--- src/rtl/key_onehot_scanner.sv ---
// key_onehot_scanner: turns N raw, bouncy key lines into one-hot press events
// for the 8-to-3 encoder. Each line is synchronised, debounced and
// rising-edge detected. Presses are queued in a pending register and handed
// out one at a time, lowest index first, over a valid/ready handshake.
module key_onehot_scanner #(
  parameter int N               = 8,
  parameter int DEBOUNCE_CYCLES = 4
) (
  input  logic         clk,
  input  logic         rst,
  input  logic [N-1:0] key_in,
  input  logic         y_ready,
  output logic [N-1:0] Y,
  output logic         y_valid,
  output logic [N-1:0] pending,
  output logic         ovr
);

  localparam int CW = $clog2(DEBOUNCE_CYCLES + 1);
  localparam logic [CW-1:0] CNT_MAX = CW'(DEBOUNCE_CYCLES - 1);

  // Isolate the lowest set bit; this is the priority pick of the queue.
  function automatic logic [N-1:0] lowest_bit(input logic [N-1:0] v);
    return v & (~v + N'(1));
  endfunction

  logic [N-1:0]  s1_p0;
  logic [N-1:0]  s2_p1;
  logic [N-1:0]  stable_p2;
  logic [CW-1:0] cnt_p2     [N];
  logic [N-1:0]  stable_nxt;
  logic [CW-1:0] cnt_nxt    [N];
  logic [N-1:0]  rise;
  logic [N-1:0]  pick;
  logic [N-1:0]  take;
  logic          load;
  logic          drain;

  // Stage 0/1: two-flop synchroniser per key line.
  always_ff @(posedge clk) begin
    if (rst) begin
      s1_p0 <= '0;
      s2_p1 <= '0;
    end else begin
      s1_p0 <= key_in;
      s2_p1 <= s1_p0;
    end
  end

  // Debounce next state: a changed level must persist DEBOUNCE_CYCLES cycles;
  // any return to the stable level restarts the count.
  always_comb begin
    stable_nxt = stable_p2;
    for (int i = 0; i < N; i++) begin
      cnt_nxt[i] = '0;
      if (s2_p1[i] != stable_p2[i]) begin
        if (cnt_p2[i] == CNT_MAX) begin
          stable_nxt[i] = s2_p1[i];
        end else begin
          cnt_nxt[i] = cnt_p2[i] + CW'(1);
        end
      end
    end
  end

  // Stage 2: debounced level and per-line persistence counters.
  always_ff @(posedge clk) begin
    if (rst) begin
      stable_p2 <= '0;
      for (int i = 0; i < N; i++) cnt_p2[i] <= '0;
    end else begin
      stable_p2 <= stable_nxt;
      for (int i = 0; i < N; i++) cnt_p2[i] <= cnt_nxt[i];
    end
  end

  // Rise is taken from the flip itself so pending sets on the same edge as
  // stable; the output loader picks the lowest pending bit when it is free.
  always_comb begin
    rise  = stable_nxt & ~stable_p2;
    pick  = lowest_bit(pending);
    load  = (~y_valid | y_ready) & (pending != '0);
    take  = load ? pick : '0;
    drain = y_valid & y_ready & (pending == '0);
  end

  // Stage 3: pending queue and sticky overrun (set wins over take).
  always_ff @(posedge clk) begin
    if (rst) begin
      pending <= '0;
      ovr     <= 1'b0;
    end else begin
      pending <= (pending & ~take) | rise;
      if ((rise & pending & ~take) != '0) ovr <= 1'b1;
    end
  end

  // Stage 4: registered one-hot output; held while stalled, cleared on drain.
  always_ff @(posedge clk) begin
    if (rst) begin
      Y       <= '0;
      y_valid <= 1'b0;
    end else if (load) begin
      Y       <= pick;
      y_valid <= 1'b1;
    end else if (drain) begin
      Y       <= '0;
      y_valid <= 1'b0;
    end
  end

endmodule

--- config.mk ---
export PLATFORM = sky130hd
export DESIGN_NAME = key_onehot_scanner
export DESIGN_NICKNAME = d
export VERILOG_FILES = /design/src/rtl/key_onehot_scanner.sv
export SDC_FILE = /design/constraint.sdc
export NUM_CORES = 1
export LEC_CHECK = 0
export ABC_CLOCK_PERIOD_IN_PS = 2020
export CAP_MARGIN = 20
export CORE_MARGIN = 2
export CORE_UTILIZATION = 40
export CTS_BUF_LIST = sky130_fd_sc_hd__clkbuf_16
export DETAILED_ROUTE_END_ITERATION = 16
export GPL_TIMING_DRIVEN = 1
export SLEW_MARGIN = 40
export SYNTH_ARGS = -nofsm -noshare
export SYNTH_HDL_FRONTEND = slang
export SYNTH_SLANG_ARGS = --single-unit
export TNS_END_PERCENT = 5
--- constraint.sdc ---
create_clock -name clk -period 2.02 [get_ports clk]
set_input_delay 0.202 -clock clk [delete_from_list [all_inputs] [get_ports clk]]
set_output_delay 0.202 -clock clk [all_outputs]
set_load 0.05 [all_outputs]
After elaboration in Yosys (flattened, before gate mapping)
Memory sizes are Yosys's and may differ from the RTL's. Index checks and enable logic that the tools add are counted. Widths: inputs -> output; s select.

Flip-flop bits (word level): 42. Bits in writable memories: 24. Output and inout port bits: 18. Word-level logic and storage cells: 107. Memories: 1.

Add/sub/neg operators: 9. Equal/unequal tests: 16. Multiplexer cells: 48. Bitwise logic cells: 22. Reduce and logical (&&, ||, !) cells: 4.

Memory list: cnt_p2 (words 8, bits a word 3, rd ports 8, clocked after Yosys merged registers in 0, write ports 8, line 30) `logic [CW-1:0] cnt_p2 [N];`.

Operator list (number): $mux 3 (24); $and 8x8->8 (5); $add 3x1->3 const B (8); $eq 3x2->1 const B (8); $mux 8 (3); $not 8->8 (3); $mux 1 (21); $reduce_bool 8->1 (2); $or 1x1->1 (9); $add 8x1->8 const B (1); $logic_not 8->1 (1); $ne 1x1->1 (8); $or 8x8->8 (1); $and 1x1->1 (3); $reduce_bool 2->1 (1); $not 1->1 (1).

Longest topological paths before layout
Word-level depth: 7. Gate-level depth with buffers: 6. Depth with buffers taken out: 6.

Least setup slack after synthesis
OpenSTA, ideal clock, no wires.

Path kind: register -> register. Start: reg pending[0]. End: reg Y[4]. Setup time: 0.066 ns. Data arrival time: 1.746 ns. Required time: 1.954 ns. Path slack: 0.208 ns. Stages on the path, launching flop included: 6. Cells stage by stage: dfxtp_1 -> buf_2 -> or3_1 -> o41ai_4 -> a22oi_1 -> nor2_1.

Longest elaborated chain between the ends: 4. Elaborated cells between the ends (all ways): 9. Classes of those cells: add/sub: 1; mux: 1; bitwise: 4; reduce/logical: 3.

Ends and longest elaborated chain: from (decl) (line 15) `output logic [N-1:0] pending,`; from (signal assigned) (line 93) `pending <= (pending & ~take) | rise;`; $not 8->8 (line 24) `return v & (~v + N'(1));`; $add 8x1->8 (line 24); $and 8x8->8 (line 24); $mux 8 (line 103) `end else if (load) begin`; to (signal assigned) (line 104) `Y <= pick;`; to (decl) (line 13) `output logic [N-1:0] Y,`.

Several ways; a longest one is shown, not always the timed one. A chain may end at the register's enable or synchronous reset.

Worst setup path after layout
Start: reg pending[0]. End: out pending[0].

No word-level cell between the ends.

==> impl_metrics.tcl <==
set metrics [dict create \
    outcome "complete, no violations" \
    syn-num-nets 285 \
    fmax_mhz 534 \
    combinationalPowerShare_pct 2.2 \
    grt_pass1_vias 1565 \
    fill_cells 548 \
    viasPerCell 4.66 \
    hpwl_mm 2.77 \
    initialDrtViolationCount 61 \
    drive_gt1_share_pct 6.73 \
    seqCellArea_mm2 0.00132 \
    cts_tree "yes" \
    coreArea_mm2 0.00599 \
    cts_hold_buf 0 \
    antenna-diode-count 0 \
    cp_slowest_cell "clkdlybuf4s50_1" \
    num_io_pins 29 \
    startpoint_type "flop" \
    wl_per_cell_um 10.9 \
    async_flop_share_pct 0 \
    synth_area_leaders "dfxtp_1 53%, ha_1 8.0%, nor2_1 7.5%, nor2b_1 5.3%, inv_1 2.9%" \
    crit_chain "clkdlybuf4s50_1" \
    final_cell_mix "66 x dfxtp_1, 50 x nor2_1, 27 x clkdlybuf4s50_1" \
    cp.arrival_ns 1.67 \
    fin_hold_ws_ns 0.418 \
    rows 28 \
    internal_power_w 0.00229 \
    insertion_delay_ns 0.32 \
    relSlewSlack_pct 53.1 \
    cts_resized 0 \
    synth_cells 258 \
    fin_crit_ns 1.87 \
    power_density_mw_per_mm2 900 \
    grt_overflow 0 \
    critPathBufInv 1 \
    ys_ff_latch 66 \
    p_seq_share_pct 47.2 \
    drv_slew 0 \
    worstSetupEndpointType "output pin" \
    cts_root_buf "clkbuf_16" \
    crit_required_ns 1.82 \
    final_common_cell "dfxtp_1" \
    switching_power_w 0.000538 \
    finalHoldViolations 0 \
    hp-class "input pin to flop" \
    synth_area_mm2 0.00250 \
    cts_made_buffers 9 \
    grt_max_degree 41 \
    crit_fanout 10 \
    multi_input_area_mm2 0.00108 \
    swShare_pct 19.1 \
    p_clk_share_pct 50.6 \
    portBuffers 28 \
    yosysSeqAreaShare_pct 52.9 \
    rsz0062_at_grt "false" \
    ant_nets 0 \
    initial_core_util_pct 41.7 \
    path_class "flop to output pin" \
    dr.pass1.iters 4 \
    synth_top_area_share_pct 52.9 \
    skew_ns 0.00714 \
    cpPeakStageDelay_ns 0.86 \
    crit_family "buffers and inverters" \
    die_x_um 83.0 \
    cts.sinks 66 \
    wl_mm 4.06 \
    antenna_found_initial 0 \
    dieArea_mm2 0.00689 \
    cap_violations 0 \
    die_h_um 83.0 \
    routabilityCongestion 0.751 \
    syn-mean-instance-area_um2 9.67 \
    leakage_nw 1.20 \
    period_share_pct 92.7 \
    postCtsSetupBuffers 0 \
    vias 1733 \
    worst_slew_pin_slew_ns 0.704 \
    path_clk_slew_ns 0.05 \
    syn_to_final_growth_pct 25.7 \
    setup_viol 0 \
    drc 0 \
    nets 320 \
    htreeDepth 3 \
    yosysWarnings 0 \
    synth_top_cell_by_area "dfxtp_1" \
    vdd_drop_max_uv 551 \
    grt_usage_pct 13.1 \
    clock_path_buffers 2 \
    synth_cell_types 34 \
    finalPower_w 0.00282 \
    grt_first_pass_wirelength_mm 7.16 \
    synth_edf_count 0 \
    timing.setup.tns_ns 0 \
    synth-main-ff-cell "dfxtp_1" \
]
## path summary, 6_finish.rpt
| path | cells after the start | slack [ns] | start | to |
|---|---|---|---|---|
| worst max-delay path | 1 | 0.15 | pending[0]$_SDFF_PP0_ | pending[0] |
| worst min-delay path | 2 | 0.42 | rst | pending[3]$_SDFF_PP0_ |
| worst max register to register | 4 | 0.31 | pending[2]$_SDFF_PP0_ | Y[4]$_SDFFE_PP0P_ |
| worst min register to register | 1 | 0.42 | cnt_p2[0][0]$_SDFF_PP0_ | cnt_p2[0][0]$_SDFF_PP0_ |
## layout make-up
type	instances	share of cell area (%)
Clock buffer	9	7.18
Timing Repair Buffer	31	9.49
Inverter	19	2.27
Multi-Input combinational cell	166	34.3
Sequential cell	66	42.1
Clock inverter	6	1.64
Tap cell	75	2.99
## kinds of logic (layout without fill, tap and decap cells)
logic type,after synthesis,count (layout),synth area share [%]
AOI/OAI and AO/OA,32,32,9.27
and+or+nand+nor,107,107,21.7
buffers and inverters,26,65,3.96
DFF,66,66,52.9
adders and majority gates,16,16,8.02
muxes,5,5,2.01
xor gates and xnor gates,6,6,2.11
## per-stage QoR
| stage | setup slack [ns] | cells | utilization [%] | area (um2) |
|---|---|---|---|---|
| 5_1_grt | 0.0704 | 372 | 52.4 | 3140 |
| 6_report | 0.147 | 372 | 52.4 | 3140 |
| 2_1_floorplan | 0.208 | 258 | - | 2500 |
| 3_3_place_gp | 0.272 | 357 | 47.7 | 2860 |
| 4_1_cts | 0.139 | 372 | 52.4 | 3140 |
| 3_5_place_dp | 0.314 | 357 | 47.7 | 2860 |
## metal layers
metal | up-vias | track usage, % | wire length [um]
li1 | 929 | - | -
met3 | 5 | 4.67 | 178
met2 | 33 | 19.1 | 1710
met1 | 766 | 16.3 | 2090
met4 | 0 | 8.49 | 87
met5 | - | 0 | 0
## registers in the layout, summed over array words and instances (netlist names)
name,flops
ovr,1
s1_p0,8
y_valid,1
cnt_p2,24
pending,8
s2_p1,8
Y,8
stable_p2,8
## Yosys cell counts, types with 5 or more instances
master	number
ha_1	16
nor2b_1	21
o21ai_0	5
nor2_1	50
inv_1	19
or3_1	9
dfxtp_1	66
a21oi_1	11
mux2i_1	5
a22oi_1	6
nand2_1	8
xnor2_1	6
clkbuf_1	6
## power by group through the flow
| stage | clock, W | combinational, W | sequential (W) |
|---|---|---|---|
| 6_report | 0.00143 | 0.0000611 | 0.00133 |
| 5_1_grt | 0.00153 | 0.0000712 | 0.00133 |
| 4_1_cts | 0.00147 | 0.0000622 | 0.00133 |
| 3_5_place_dp | 0 | 0.0000621 | 0.00136 |
| 3_3_place_gp | 0 | 0.0000618 | 0.00136 |
| 2_1_floorplan | 0 | 0.0000365 | 0.00136 |
No activity file was read; power rests on OpenSTA's default activity.
